===== src/rtl/prog_loader.sv =====
// prog_loader: boot-time program/data loader driving the CPU memories and reset.
// Latency: a data word accepted at edge k is presented on the memory write port
// during the following cycle. Backpressure: in_ready_o drops only once START is taken.
//
// Ports:
//   clk_i, rst_i               clock and asynchronous active-high reset
//   in_valid_i/in_data_i       32-bit command/data word stream
//   in_ready_o                 registered ready; high in HDR and DATA
//   imem_we_o, dmem_we_o       one-cycle write strobes (mutually exclusive)
//   mem_addr_o, mem_wdata_o    shared word address and write data
//   cpu_rst_n_o, done_o        CPU released (both high only in RUN)
//   err_o                      sticky error: illegal command or out-of-range write
module prog_loader #(
  parameter int IMEM_DEPTH = 256,
  parameter int DMEM_DEPTH = 32,
  parameter int ADDR_W     = 8
) (
  input  logic              clk_i,
  input  logic              rst_i,
  input  logic              in_valid_i,
  input  logic [31:0]       in_data_i,
  output logic              in_ready_o,
  output logic              imem_we_o,
  output logic              dmem_we_o,
  output logic [ADDR_W-1:0] mem_addr_o,
  output logic [31:0]       mem_wdata_o,
  output logic              cpu_rst_n_o,
  output logic              done_o,
  output logic              err_o
);

  typedef enum logic [1:0] {
    S_HDR  = 2'b00,
    S_DATA = 2'b01,
    S_RUN  = 2'b10
  } state_e;

  // Header command encodings (bits [31:30]).
  localparam logic [1:0] CMD_IMEM  = 2'b00;
  localparam logic [1:0] CMD_DMEM  = 2'b01;
  localparam logic [1:0] CMD_START = 2'b10;

  // Memory limits in the widened address domain, so a depth equal to
  // 2^ADDR_W is still representable.
  localparam logic [ADDR_W:0] IMEM_LIM = (ADDR_W + 1)'(IMEM_DEPTH);
  localparam logic [ADDR_W:0] DMEM_LIM = (ADDR_W + 1)'(DMEM_DEPTH);
  localparam logic [ADDR_W:0] CUR_MAX  = '1;

  state_e            state_q, state_d;
  logic              ready_q, ready_d;
  logic              imem_we_q, imem_we_d;
  logic              dmem_we_q, dmem_we_d;
  logic [ADDR_W-1:0] addr_q, addr_d;
  logic [31:0]       wdata_q, wdata_d;
  logic              err_q, err_d;
  // Running write address, one bit wider than the port so that running off
  // the end of a memory lands in invalid space instead of wrapping to 0.
  logic [ADDR_W:0]   cur_q, cur_d;
  logic [15:0]       cnt_q, cnt_d;
  logic              tgt_q, tgt_d;   // 0: IMEM, 1: DMEM

  logic              accept;
  logic [1:0]        hdr_cmd;
  logic [15:0]       hdr_cnt;
  logic [ADDR_W:0]   hdr_addr;
  logic [ADDR_W:0]   cur_lim;
  logic              in_bounds;
  logic              unused_hdr_bits;

  assign accept    = in_valid_i & ready_q;
  assign hdr_cmd   = in_data_i[31:30];
  assign hdr_cnt   = in_data_i[15:0];
  assign hdr_addr  = (ADDR_W + 1)'(in_data_i[23:16]);
  assign cur_lim   = tgt_q ? DMEM_LIM : IMEM_LIM;
  assign in_bounds = (cur_q < cur_lim);

  // Header bits [29:24] are reserved and carry no meaning.
  assign unused_hdr_bits = ^in_data_i[29:24];

  // ---------------------------------------------------------------------
  // State and output registers
  // ---------------------------------------------------------------------
  always_ff @(posedge clk_i or posedge rst_i) begin
    if (rst_i) begin
      state_q   <= S_HDR;
      ready_q   <= 1'b0;
      imem_we_q <= 1'b0;
      dmem_we_q <= 1'b0;
      addr_q    <= '0;
      wdata_q   <= '0;
      err_q     <= 1'b0;
      cur_q     <= '0;
      cnt_q     <= '0;
      tgt_q     <= 1'b0;
    end else begin
      state_q   <= state_d;
      ready_q   <= ready_d;
      imem_we_q <= imem_we_d;
      dmem_we_q <= dmem_we_d;
      addr_q    <= addr_d;
      wdata_q   <= wdata_d;
      err_q     <= err_d;
      cur_q     <= cur_d;
      cnt_q     <= cnt_d;
      tgt_q     <= tgt_d;
    end
  end

  // ---------------------------------------------------------------------
  // Next-state and registered-output logic
  // ---------------------------------------------------------------------
  always_comb begin
    state_d   = state_q;
    imem_we_d = 1'b0;     // strobes last exactly one cycle
    dmem_we_d = 1'b0;
    addr_d    = addr_q;
    wdata_d   = wdata_q;
    err_d     = err_q;
    cur_d     = cur_q;
    cnt_d     = cnt_q;
    tgt_d     = tgt_q;

    case (state_q)
      S_HDR: begin
        if (accept) begin
          case (hdr_cmd)
            CMD_IMEM, CMD_DMEM: begin
              // A zero-length load is a legal no-op.
              if (hdr_cnt != 16'd0) begin
                tgt_d   = (hdr_cmd == CMD_DMEM);
                cur_d   = hdr_addr;
                cnt_d   = hdr_cnt;
                state_d = S_DATA;
              end
            end
            CMD_START: begin
              state_d = S_RUN;
            end
            default: begin
              err_d = 1'b1;
            end
          endcase
        end
      end

      S_DATA: begin
        if (accept) begin
          if (in_bounds) begin
            imem_we_d = ~tgt_q;
            dmem_we_d = tgt_q;
            addr_d    = cur_q[ADDR_W-1:0];
            wdata_d   = in_data_i;
          end else begin
            // Word is still consumed so the stream stays aligned.
            err_d = 1'b1;
          end
          // Saturate so a very long burst can never wrap back into range.
          if (cur_q != CUR_MAX) begin
            cur_d = cur_q + 1'b1;
          end
          cnt_d = cnt_q - 16'd1;
          if (cnt_q == 16'd1) begin
            state_d = S_HDR;
          end
        end
      end

      S_RUN: begin
        // Terminal until rst_i; the stream is ignored.
      end

      default: begin
        state_d = S_HDR;
      end
    endcase
  end

  // Ready follows the next state so it is already low in the first RUN cycle.
  assign ready_d = (state_d != S_RUN);

  assign in_ready_o  = ready_q;
  assign imem_we_o   = imem_we_q;
  assign dmem_we_o   = dmem_we_q;
  assign mem_addr_o  = addr_q;
  assign mem_wdata_o = wdata_q;
  assign err_o       = err_q;
  // Derived directly from the state register so rst_i clears them at once.
  assign cpu_rst_n_o = (state_q == S_RUN);
  assign done_o      = (state_q == S_RUN);

endmodule


===== config.mk =====
export PLATFORM = sky130hd
export DESIGN_NAME = prog_loader
export DESIGN_NICKNAME = d
export VERILOG_FILES = /design/src/rtl/prog_loader.sv
export SDC_FILE = /design/constraint.sdc
export NUM_CORES = 1
export LEC_CHECK = 0
export CORE_MARGIN = 5
export CORE_UTILIZATION = 50
export DETAILED_ROUTE_END_ITERATION = 8
export HOLD_SLACK_MARGIN = 0.08
export PLACE_DENSITY = 0.85
export SYNTH_ARGS = -nofsm -noshare
export SYNTH_HDL_FRONTEND = slang
export SYNTH_SLANG_ARGS = --single-unit

===== constraint.sdc =====
create_clock -name clk_i -period 3.2 [get_ports clk_i]
set_clock_uncertainty 0.2 [all_clocks]
set_input_delay 0.32 -clock clk_i [delete_from_list [all_inputs] [get_ports clk_i]]
set_output_delay 0.32 -clock clk_i [all_outputs]
set_load 0.01 [all_outputs]

# Yosys cells after proc, flatten, opt, wreduce, memory -nomap -nowiden
# Index checks and enable logic that the tools add are counted.
dict set report totals {
  regBits 72
  wordCells 69
}
dict set report op_classes {
  muxes 29
  order_cmp 1
  bitwise 2
  n_addsub 2
  n_reduce_logical 11
  eq_ne 14
}
# cell count
set op_table {}
lappend op_table {{16-bit 2-to-1 mux} 4}
lappend op_table {{9-bit 2-to-1 mux} 6}
lappend op_table {{16-bit case mux with 2 select lines} 1}
lappend op_table {{9-bit case mux with 2 select lines} 1}
lappend op_table {{16-bit by 1-bit equality test with 1-bit output (second input constant)} 1}
lappend op_table {{2-bit != test (second input constant)} 8}
lappend op_table {{16-bit nonzero test} 1}
lappend op_table {{16-bit by 1-bit subtractor with 16-bit output (second input constant)} 1}
lappend op_table {{1-bit 2-to-1 mux} 10}
lappend op_table {{5-bit AND reduction} 2}
lappend op_table {{9-bit by 1-bit adder with 9-bit output (second input constant)} 1}
lappend op_table {{9-bit < comparator} 1}
lappend op_table {{9-bit != test (second input constant)} 1}
lappend op_table {{2-bit 2-to-1 mux} 4}
lappend op_table {{2-bit case mux with 3 select lines} 1}
lappend op_table {{6-bit AND reduction} 1}
lappend op_table {{2-bit by 1-bit equality test with 1-bit output (second input constant)} 2}
lappend op_table {{2-bit equality test (second input constant)} 2}
lappend op_table {{2-bit logical NOT} 2}
lappend op_table {{2-bit case mux with 2 select lines} 1}
lappend op_table {{4-bit AND reduction} 1}
lappend op_table {{3-bit AND reduction} 1}
lappend op_table {{3-bit OR reduction} 1}
lappend op_table {{1-bit case mux with 2 select lines} 1}
lappend op_table {{other kinds (4)} 4}

# Depth between registers and ports, before layout
# Gate-level depths: netlist of run 1.
dict set report logic_depth {
  word_depth 6
  ltp_mapped 9
  mapped_depth_nobuf 9
}

# Worst setup path after synthesis of run 1
# Ideal clock, no wire load.
dict set report synth_timing {
  path_type {flip-flop to flip-flop}
  start {reg cur_q[0]}
  end {reg cur_q[1]}
  stages_incl_launch_ff 9
  synth_period_minus_slack_ns 2.801
  setup_ns 0.125
  setup_slack_ns 0.399
  t_arrival_ns 2.476
  path_cell_list {dfrtp_1 -> ha_1 -> and3_1 -> and3_1 -> and3_1 -> ha_1 -> a2111oi_2 -> o21ai_1 -> mux2_2}
}
dict set report synth_between {
  elab_chain_cells 4
}
# element line
set synth_rtl {}
lappend synth_rtl {{from (decl)} 58} ;# logic [ADDR_W:0] cur_q, cur_d;
lappend synth_rtl {{from (signal assigned)} 103} ;# cur_q <= cur_d;
lappend synth_rtl {{9-bit by 1-bit adder with 9-bit output} 159} ;# cur_d = cur_q + 1'b1;
lappend synth_rtl {{9-bit 2-to-1 mux} 158} ;# if (cur_q != CUR_MAX) begin
lappend synth_rtl {{9-bit 2-to-1 mux} 147} ;# if (accept) begin
lappend synth_rtl {{9-bit case mux with 2 select lines} 123} ;# case (state_q)
# Several ways; a longest one is shown, not always the timed one. The select of a mux whose other input is x is not followed.
# A chain may end at the register's enable or synchronous reset.

# Final worst setup path of run 1
dict set report layout_timing {
  start {reg cur_q[0]}
  end {reg cur_q[8]}
}
# Same word-level chain as after synthesis.

==> reports/metrics.csv, run 1 <==
metric,value,unit
status,finished clean,
Crit Path Max Fanout,6,
# clock sinks,72,
r2r startpoint,cur_q[0]$_DFFE_PP0P_,
WL final,8940,um
"CTS clk-pin slew, worst paths",0.08,ns
total gr overflow,0,
final layout net count,433,
Pre-Repair DR Iteration Count,6,
Cells after DPL,478,
TNS Setup,0,ns
crit end category,flip-flop,
Lkg Pwr,1.89,nW
number of diodes,0,
VDD IR max,0.433,mV
Worst-Margin Slew,0.674,ns
P&R area growth vs syn,34.0,%
die area,8790,um2
final worst slack,0.270,ns
cell family with most CP delay,compound AO/OA/AOI/OAI gates,
final non-filler cell total,494,
Final Cycle Share,91.6,%
r2r endpoint,cur_q[8]$_DFFE_PP0P_,
share of the synthesized area in the top cell type,51.4,%
Core Footprint,6790,um2
syn_area_per_cell,11.3,um2
Clock Latency Late Sink,0.35,ns
DRT antenna net count,0,
Worst slew margin,55.0,%
CTS buffer count,9,
share of cells above drive strength 1,18.1,%
Crit path top cell by count,and3_1,
vias in the first global route,2988,
Longest Clk Path Bufs,2,
most numerous cell in the Yosys netlist,dfrtp_1,
Via density,6.01,
IO buf count,80,
DR vias,2970,
Post-synth ARST share,100,%
Synth top cells by count,"72 x dfrtp_1, 38 x mux2_2, 19 x nor2_1, 13 x nand3_1, 13 x o211ai_1",
syn_nets,350,
worst r2r path cells,9,
"Seq/Total Area, Yosys",51.4,%
WHS,0.180,ns
root buf cell,clkbuf_8,
htree depth,3,
ranking of synthesized cells by area,"dfrtp_1 51%, mux2_2 12%, o211ai_1 2.8%",
initial antenna violation count,0,
critical path arrival,2.97,ns
most used flip-flop cell after synthesis,dfrtp_1,
fin crit period,2.93,ns
Yosys top cell by area,dfrtp_1,
RePlAce Congestion,0.935,
starting density of the core,51.6,%
crit path cell chain,ha_1 > and3_1 > and3_1 > and3_1 > ha_1 > a2111oi_2 > o21ai_1 > buf_4 > a32o_1,
Mapped Area,3510,um2
Place WS,0.320,ns
Total GRT Usage,21.4,%
Post-CTS Setup Bufs,0,
die height,93.8,um
fin area,4700,um2
hpwl dp,6270,um
total power,3.60,mW
total of max-cap violations,0,
Die W,93.8,um
TritonCTS clock tree,yes,
"Slew Viols, Final",0,
Iter 0 DRT Violations,282,
Crit path largest cell delay,0.46,ns
PwrDens,766,nW/um2
post-placement cell area,4450,um2
Crit-path slowest cell,dfrtp_1,
Layout Utilization,69.2,%
post-cts resize count,0,
Worst EP required,3.24,ns
final setup vio count,0,
unrepaired setup endpoints after global routing,no,
"EDFF count, synth",0,
global-route wire length before repair,14800,um
number of remaining DRC errors,0,
Setup CP Type,reg2reg,
Hold Path Class,in2async,
Final Hold Viols,0,
reg2reg setup slack,0.27,ns
largest net degree at the start of global routing,44,
hold_buf cts,0,
synth unique cells,53,
CP Launch Type,flip-flop,
worst path buffer plus inverter count,1,
wire length per cell,18.1,um
Max Freq,341,MHz
Rows,30,
"flops & latches, synth",72,
I/O pin count,81,
YS warnings,0,
Syn Inst Count,310,
[worst max path at each step]
| stage | end | from | cells past startpoint | slack, ns |
|---|---|---|---|---|
| 2_1_floorplan | cur_q[1]$_DFFE_PP0P_ | cur_q[0]$_DFFE_PP0P_ | 8 | 0.40 |
| 3_3_place_gp | cur_q[8]$_DFFE_PP0P_ | cur_q[0]$_DFFE_PP0P_ | 9 | 0.34 |
| 3_5_place_dp | cur_q[8]$_DFFE_PP0P_ | cur_q[0]$_DFFE_PP0P_ | 9 | 0.32 |
| 4_1_cts | cur_q[8]$_DFFE_PP0P_ | cur_q[0]$_DFFE_PP0P_ | 9 | 0.29 |
| 5_1_grt | cur_q[8]$_DFFE_PP0P_ | cur_q[0]$_DFFE_PP0P_ | 9 | 0.1 |
| 6_report | cur_q[8]$_DFFE_PP0P_ | cur_q[0]$_DFFE_PP0P_ | 9 | 0.27 |
[sequential cells by signal (all words and copies together), names as in the netlist]
| name | count |
|---|---|
| cnt_q | 16 |
| cur_q | 9 |
| dmem_we_o | 1 |
| err_o | 1 |
| imem_we_o | 1 |
| in_ready_o | 1 |
| mem_addr_o | 8 |
| mem_wdata_o | 32 |
| state_q | 2 |
| tgt_q | 1 |
[layout make-up]
class	instances	area, um2
fillers	483	2090
flip-flops and latches	72	1800
multi-input cells	209	1580
repair buffers	91	908
clock buffers	12	155
well taps	96	120
clock inverters	4	98.8
inverters	10	37.5
[cells by family (layout without fill, tap and decap cells)]
group,count (synthesis),count (layout),share of synthesized area [%]
and+or+nand+nor,87,87,13.5
adders and majority gates,5,5,1.78
DFF,72,72,51.4
muxes,44,44,14.1
AOI/OAI and AO/OA,73,73,15.5
buffers and inverters,29,117,3.74
[where the power goes]
| part | total, mW | switching, mW | leakage (nW) | internal (mW) |
|---|---|---|---|---|
| combinational | 1.26 | 0.499 | 0.939 | 0.763 |
| sequential | 1.42 | 0.211 | 0.825 | 1.21 |
| clock | 0.918 | 0.354 | 0.127 | 0.564 |
[layer usage]
| metal | part of all wire [%] | GRT usage, % | vias to the layer above | wire (um) |
|---|---|---|---|---|
| met2 | 48 | 33.4 | 137 | 4280 |
| met1 | 42 | 28.6 | 1459 | 3740 |
| met5 | 0 | 0 | - | 0 |
| li1 | - | - | 1354 | - |
| met4 | 2.4 | 9.27 | 0 | 214 |
| met3 | 7.9 | 4.81 | 20 | 709 |
[worst register-to-register path: cells and delay by family, from the launching register on]
family                     cells  cell delay, ns
DFF                            1            0.46
buffers and inverters          1            0.20
adders and majority gates      2            0.52
and+or+nand+nor                3            0.66
AOI/OAI and AO/OA              3            0.78
[layout by cell type (no fill, tap or decap), types with 2 or more instances in the layout]
cell type        instances
clkdlybuf4s50_1         80
dfrtp_1                 72
mux2_2                  38
nor2_1                  19
nand3_1                 13
o211ai_1                13
a21oi_1                 12
nor4_1                  11
clkbuf_8                11
nand2_1                 10
inv_1                    9
buf_4                    9
a22oi_1                  8
and3_1                   6
or4_1                    5
nor3_1                   5
a31oi_1                  5
ha_1                     5
o22ai_1                  4
mux2_1                   4
o221ai_1                 4
or3_1                    3
a2bb2oi_1                3
bufinv_16                3
nand2b_1                 2
o22a_1                   2
a211oi_1                 2
o31ai_1                  2
a221o_1                  2
nand4_1                  2
nor3b_1                  2
nor2b_1                  2
o2bb2ai_1                2
mux2i_1                  2
o2bb2a_1                 2
buf_12                   2
Power figures use the tool's default switching activity.
==> inputs of run 2 (changes only) <==
--- a/config.mk
+++ b/config.mk
@@ -5,7 +5,6 @@
 export SDC_FILE = /design/constraint.sdc
 export NUM_CORES = 1
 export LEC_CHECK = 0
-export CORE_MARGIN = 5
 export CORE_UTILIZATION = 50
 export DETAILED_ROUTE_END_ITERATION = 8
 export HOLD_SLACK_MARGIN = 0.08
==> run 2 against run 1 <==
  * Design area decreased by 2.1%
  * Sequential power is essentially flat
  * Hold slack improved by 0.0035 ns
  * Combinational power about the same
==> reports/metrics.csv, run 2 (synthesized netlist as in run 1, its figures left out) <==
metric,value,unit
status,finished clean,
Pre-Repair DR Iteration Count,7,
total of max-cap violations,0,
TritonCTS clock tree,yes,
Hold Path Class,in2async,
Via density,6.02,
post-placement cell area,4450,um2
Post-CTS Setup Bufs,0,
I/O pin count,81,
PwrDens,712,nW/um2
Final Cycle Share,90.4,%
RePlAce Congestion,0.871,
crit end category,flip-flop,
CTS buffer count,9,
r2r endpoint,cur_q[1]$_DFFE_PP0P_,
total gr overflow,0,
max reg flops,32,
initial antenna violation count,0,
P_int,2.27,mW
reg2reg setup slack,0.31,ns
Setup CP Type,reg2reg,
Core Footprint,6790,um2
worst r2r path cells,8,
final layout net count,433,
WHS,0.184,ns
Final Hold Viols,0,
unrepaired setup endpoints after global routing,no,
Worst-Margin Slew,0.645,ns
hpwl dp,5860,um
share of cells above drive strength 1,17.2,%
WL final,8470,um
post-cts resize count,0,
Fillers,517,
global-route wire length before repair,13800,um
# clock sinks,72,
final setup vio count,0,
"Slew Viols, Final",0,
P&R area growth vs syn,31.1,%
Max Freq,346,MHz
sw frac,30.8,%
VDD IR max,0.480,mV
htree depth,3,
wire length per cell,17.2,um
largest net degree at the start of global routing,45,
most frequent cells in the layout,"80 x clkdlybuf4s50_1, 72 x dfrtp_1, 38 x mux2_2",
CP Launch Type,flip-flop,
Rows,30,
Die W,85.8,um
Lkg Pwr,1.84,nW
DRT antenna net count,0,
Total GRT Usage,24.4,%
r2r startpoint,cur_q[0]$_DFFE_PP0P_,
total power,3.27,mW
Reg power frac,43.2,%
Worst slew margin,56.6,%
root buf cell,clkbuf_8,
Crit Path Max Fanout,7,
TNS Setup,0,ns
Clock Latency Late Sink,0.34,ns
Logic pwr share,38.0,%
fin crit period,2.89,ns
fin area,4600,um2
vias in the first global route,2769,
Iter 0 DRT Violations,210,
hold_buf cts,0,
DR vias,2962,
critical path arrival,2.92,ns
Clock Power Share,18.7,%
number of remaining DRC errors,0,
Worst EP required,3.23,ns
starting density of the core,51.6,%
Layout Utilization,67.7,%
sw power,1.01,mW
number of diodes,0,
"CTS clk-pin slew, worst paths",0.08,ns
Longest Clk Path Bufs,2,
die area,7360,um2
IO buf count,80,
die height,85.8,um
"most common cell after layout, fill and taps aside",clkdlybuf4s50_1,
-- run 2: cell count changes in the layout (fill, tap and decap cells not counted) --
cell	change
bufinv_16	-3
clkbuf_1	+2
clkbuf_8	-1
clkinv_2	+1
inv_6	-1
-- run 2: per-stage QoR --
step                      cells  setup slack (ns)
after detailed placement    478             0.311
after floorplan             310             0.399
after global placement      478             0.440
after global routing        492             0.138
after CTS                   492             0.301
final                       492             0.308
-- run 2: power groups by stage --
stage                     clock network, mW  logic (mW)  registers, mW
after floorplan                           0       0.531           1.50
after global placement                    0        1.22           1.41
after detailed placement                  0        1.25           1.43
after CTS                             0.624        1.26           1.42
after global routing                  0.665        1.34           1.46
final                                 0.613        1.25           1.42
-- run 2: worst max-delay path by stage --
| stage | slack, ns | start | cells past startpoint | endpoint |
|---|---|---|---|---|
| after floorplan | 0.40 | cur_q[0]$_DFFE_PP0P_ | 8 | cur_q[1]$_DFFE_PP0P_ |
| after global placement | 0.44 | cur_q[0]$_DFFE_PP0P_ | 8 | cur_q[1]$_DFFE_PP0P_ |
| after detailed placement | 0.31 | cur_q[0]$_DFFE_PP0P_ | 8 | cur_q[1]$_DFFE_PP0P_ |
| after CTS | 0.30 | cur_q[0]$_DFFE_PP0P_ | 8 | cur_q[1]$_DFFE_PP0P_ |
| after global routing | 0.14 | cur_q[0]$_DFFE_PP0P_ | 8 | cur_q[1]$_DFFE_PP0P_ |
| final | 0.31 | cur_q[0]$_DFFE_PP0P_ | 8 | cur_q[1]$_DFFE_PP0P_ |
-- run 2: metal layers --
| layer | track usage, % | vias up | wire length, um |
|---|---|---|---|
| met1 | 34.8 | 1422 | 3850 |
| met2 | 37.1 | 164 | 3890 |
| li1 | - | 1360 | - |
| met4 | 10.0 | 0 | 164 |
| met5 | 0 | - | 0 |
| met3 | 4.43 | 16 | 562 |
-- run 2: worst max-delay path, stage by stage, from the launching register on --
cell and delay [ns]:
dfrtp_1 0.43, ha_1 0.25, and3_1 0.21, and3_1 0.21, and3_1 0.19, ha_1 0.24
a2111oi_2 0.42, o21ai_1 0.29, mux2_2 0.35
-- run 2: area by class of cell --
cell class	instances	area [um2]	area share (%)
Clock inverter	1	5.00	0.109
Timing Repair Buffer	91	908	19.7
Sequential cell	72	1800	39.2
Clock buffer	13	149	3.24
Multi-Input combinational cell	209	1580	34.3
Inverter	10	37.5	0.816
Tap cell	96	120	2.61
==> inputs of run 3 (changes only) <==
--- a/config.mk
+++ b/config.mk
@@ -5,7 +5,10 @@
 export SDC_FILE = /design/constraint.sdc
 export NUM_CORES = 1
 export LEC_CHECK = 0
-export CORE_UTILIZATION = 50
+export CELL_PAD_IN_SITES_DETAIL_PLACEMENT = 1
+export CELL_PAD_IN_SITES_GLOBAL_PLACEMENT = 2
+export CORE_MARGIN = 2
+export CORE_UTILIZATION = 32
 export DETAILED_ROUTE_END_ITERATION = 8
 export HOLD_SLACK_MARGIN = 0.08
 export PLACE_DENSITY = 0.85
==> run 3 against run 2 <==
  * Clock power up 20%
  * Design area up 2.2%
  * Sequential cell count unchanged
  * Register-to-register slack about the same
  * First-iteration DRC count down 53%
  * Global-route usage down 6.2 points
  * Utilization down 24 points
  * Critical path depth up 1
  * Routed wire length up 19%
  * Die area up 61%
  * Via count down 1.0%
  * Sequential power about the same
  * Critical path type unchanged
  * Critical endpoint is now cur_q[0]$_DFFE_PP0P_
  * Largest cell class unchanged
==> reports/metrics.csv, run 3 (synthesized netlist as in run 1, its figures left out) <==
metric,value,unit
status,finished clean,
die area,11800,um2
fin crit period,2.88,ns
Via density,5.41,
r2r startpoint,cur_q[0]$_DFFE_PP0P_,
TritonCTS clock tree,yes,
final layout net count,437,
IO buf count,80,
area of the multi-input gates,1580,um2
CTS buffer count,9,
crit end category,flip-flop,
Worst EP required,3.24,ns
P&R area growth vs syn,34.1,%
Final Cycle Share,89.9,%
Die W,109,um
Hold Path Class,in2async,
starting density of the core,32.7,%
post-placement cell area,4510,um2
critical path arrival,2.92,ns
Crit Path Max Fanout,6,
largest net degree at the start of global routing,35,
unrepaired setup endpoints after global routing,no,
WL final,10100,um
post-cts resize count,0,
final non-filler cell total,542,
Rows,38,
fin area,4700,um2
number of remaining DRC errors,0,
hpwl dp,7200,um
Final Hold Viols,0,
DRT antenna net count,0,
Total GRT Usage,18.2,%
Pre-Repair DR Iteration Count,4,
PwrDens,726,nW/um2
DR vias,2932,
total of max-cap violations,0,
r2r endpoint,cur_q[0]$_DFFE_PP0P_,
Worst slew margin,47.7,%
Cells after DPL,526,
Setup CP Type,reg2reg,
Fillers,1197,
htree depth,3,
wire length per cell,18.6,um
final setup vio count,0,
initial antenna violation count,0,
I/O pin count,81,
max reg flops,32,
Longest Clk Path Bufs,2,
Core Footprint,10700,um2
"most common cell after layout, fill and taps aside",clkdlybuf4s50_1,
Post-CTS Setup Bufs,0,
Clock Latency Late Sink,0.35,ns
Iter 0 DRT Violations,99,
CP Launch Type,flip-flop,
VDD IR max,0.315,mV
WHS,0.175,ns
worst r2r path cells,9,
reg2reg setup slack,0.32,ns
die height,109,um
"CTS clk-pin slew, worst paths",0.08,ns
# clock sinks,72,
Layout Utilization,43.8,%
share of cells above drive strength 1,19.2,%
Worst-Margin Slew,0.778,ns
TNS Setup,0,ns
"Slew Viols, Final",0,
Reg area,1800,um2
most frequent cells in the layout,"80 x clkdlybuf4s50_1, 72 x dfrtp_1, 38 x mux2_2",
Max Freq,347,MHz
total gr overflow,0,
RePlAce Congestion,0.845,
Lkg Pwr,1.88,nW
global-route wire length before repair,16600,um
hold_buf cts,0,
number of diodes,0,
root buf cell,clkbuf_8,
vias in the first global route,3135,
run 3: cell count changes in the layout (fill, tap and decap cells not counted):
cell,change
clkinv_2,+3
buf_12,-2
clkinv_4,+1
buf_4,+6
clkbuf_1,-3
bufinv_16,+1
run 3: layer usage:
| metal | up-vias | routed length (um) | share of wire (%) | global-route usage, % |
|---|---|---|---|---|
| met5 | - | 0 | 0 | 0 |
| met2 | 85 | 4770 | 47 | 28.3 |
| li1 | 1365 | - | - | - |
| met3 | 5 | 532 | 5.3 | 3.77 |
| met4 | 0 | 89 | 0.88 | 6.59 |
| met1 | 1477 | 4690 | 47 | 25.1 |
run 3: report_power, final:
| group | total [mW] | switching [mW] | internal [mW] |
|---|---|---|---|
| sequential | 1.42 | 0.213 | 1.21 |
| combinational | 1.26 | 0.502 | 0.758 |
| clock | 0.734 | 0.357 | 0.377 |
run 3: worst max path at each step:
stage,slack (ns),end,depth (start not counted),startpoint
2_1_floorplan,0.40,cur_q[1]$_DFFE_PP0P_,8,cur_q[0]$_DFFE_PP0P_
3_3_place_gp,0.46,cur_q[8]$_DFFE_PP0P_,9,cur_q[0]$_DFFE_PP0P_
3_5_place_dp,0.32,cur_q[0]$_DFFE_PP0P_,9,cur_q[0]$_DFFE_PP0P_
4_1_cts,0.30,cur_q[0]$_DFFE_PP0P_,9,cur_q[0]$_DFFE_PP0P_
5_1_grt,0.15,cur_q[0]$_DFFE_PP0P_,9,cur_q[0]$_DFFE_PP0P_
6_report,0.32,cur_q[0]$_DFFE_PP0P_,9,cur_q[0]$_DFFE_PP0P_
run 3: worst max-delay path, cell delays in order, from the launching register on:
cell and delay [ns]:
dfrtp_1 0.43, ha_1 0.26, and3_1 0.22, and3_1 0.22
and3_1 0.20, ha_1 0.25, a2111oi_2 0.42, o21ai_1 0.16
buf_4 0.19, a22oi_1 0.23
run 3: final cells by class:
type,count,area share [%]
multi-input cells,209,33.6
clock buffers,10,2.93
inverters,10,0.798
repair buffers,95,19.4
flip-flops and latches,72,38.3
clock inverters,6,1.25
well taps,140,3.72
run 3: per-stage QoR:
stage | total power [mW] | setup slack, ns
final | 3.42 | 0.322
after floorplan | 2.03 | 0.399
after global routing | 3.65 | 0.147
after global placement | 2.66 | 0.463
after CTS | 3.47 | 0.300
after detailed placement | 2.72 | 0.320
==> RTL edit, RTL diff (settings of run 1) <==
Take the reset off `addr_q` and `wdata_q` and load them in a clocked block of their own.
--- a/src/rtl/prog_loader.sv
+++ b/src/rtl/prog_loader.sv
@@ -88,4 +88,2 @@
       dmem_we_q <= 1'b0;
-      addr_q    <= '0;
-      wdata_q   <= '0;
       err_q     <= 1'b0;
@@ -99,4 +97,2 @@
       dmem_we_q <= dmem_we_d;
-      addr_q    <= addr_d;
-      wdata_q   <= wdata_d;
       err_q     <= err_d;
@@ -106,2 +102,7 @@
     end
+  end
+
+  always_ff @(posedge clk_i) begin
+    addr_q  <= addr_d;
+    wdata_q <= wdata_d;
   end
Formal check against the unedited RTL: differs if rst_i is asserted again (counterexample within 4 cycles, from zero or initial values and one cycle with rst_i high); with rst_i held inactive, the same outputs for 10 cycles.
==> RTL edit against run 1 <==
Sequential cell count is the same; area after synthesis fell by 3.7%; routed wire length shrank 7.0%; power is 5.5% higher; first-iteration DRC count increased by 25%; setup slack better by 0.35 ns; final area fell by 5.4%; die area down 3.3%; critical path depth decreased by 4.
==> RTL edit: results (changes against run 1) <==
[placed_design]
gp_congestion=0.887  ; was 0.935
place_inst=431  ; was 478
pre_cts_ws_ns=0.300  ; was 0.320 ns

[yosys]
synth_enable_flop_cells=40  ; was 0
synth_compound_area_share_pct=16.6  ; was 15.5%
synth_area_per_cell_um2=12.0  ; was 11.3 um^2
synth_common_cells=edfxtp_1 (40), dfrtp_1 (32), nand2_1 (24)  ; was dfrtp_1 (72), mux2_2 (38), nor2_1 (19)

[setup_path]
r2r_start=cur_q[5]$_DFFE_PP0P_  ; was cur_q[0]$_DFFE_PP0P_
r2r-end=mem_wdata_o[8]$_DFFE_PP_  ; was cur_q[8]$_DFFE_PP0P_
crit_start=in_data_i[11]  ; was cur_q[0]$_DFFE_PP0P_
rrSetupSlack_ns=0.66  ; was 0.27 ns
ff2ff_path_depth=4  ; was 9

[routing]
met3_length_um=531  ; was 709 um
first_pass_iters=4  ; was 6
drt_iter0_markers=353  ; was 282

[global_routing]
grt_max_degree=38  ; was 44
grtUsageTotal_pct=20.7  ; was 21.4%
grtUsageMet3_pct=3.28  ; was 4.81%
met2_usage_pct=33.5  ; was 33.4%

[outcome]
status=completed  ; unchanged

[sta]
tightest_slew_ns=0.912  ; was 0.674 ns

[pwr]
ir_worst_vdd_mv=0.466  ; was 0.433 mV
totalPowerFinal_w=0.00380  ; was 0.00360 W

[finish]
n_fill_cell=511  ; was 483
multi_input_area_um2=1250  ; was 1580 um^2
final_nets=402  ; was 433

==> RTL edit: cell types whose count changed after synthesis, sizes merged, moves of 4 or more <==
| cell | run 1 | this run |
|---|---|---|
| edfxtp | 0 | 40 |
| mux2 | 42 | 2 |
| o221ai | 4 | 17 |
| nand2 | 10 | 24 |
| nor3 | 5 | 13 |
| nor2 | 19 | 12 |
| a31oi | 5 | 1 |
| o21ai | 2 | 7 |
| and3 | 6 | 1 |
| a22oi | 8 | 4 |
| a211oi | 2 | 6 |
| dfrtp | 72 | 32 |
| nand4 | 2 | 6 |
==> RTL edit: critical path: stages <==
cell	delay [ns]
clkdlybuf4s50_1	0.44
nor4_1	0.67
nand4_2	0.40
a21oi_4	0.52
o221ai_1	0.19
==> RTL edit: area by class of cell <==
cell class / count / share of cell area, %
Sequential cell: 72 / 45.0
Multi-Input combinational cell: 184 / 28.1
Timing Repair Buffer: 86 / 19.3
Clock buffer: 10 / 3.10
Tap cell: 80 / 2.25
Clock inverter: 6 / 1.52
Inverter: 9 / 0.760
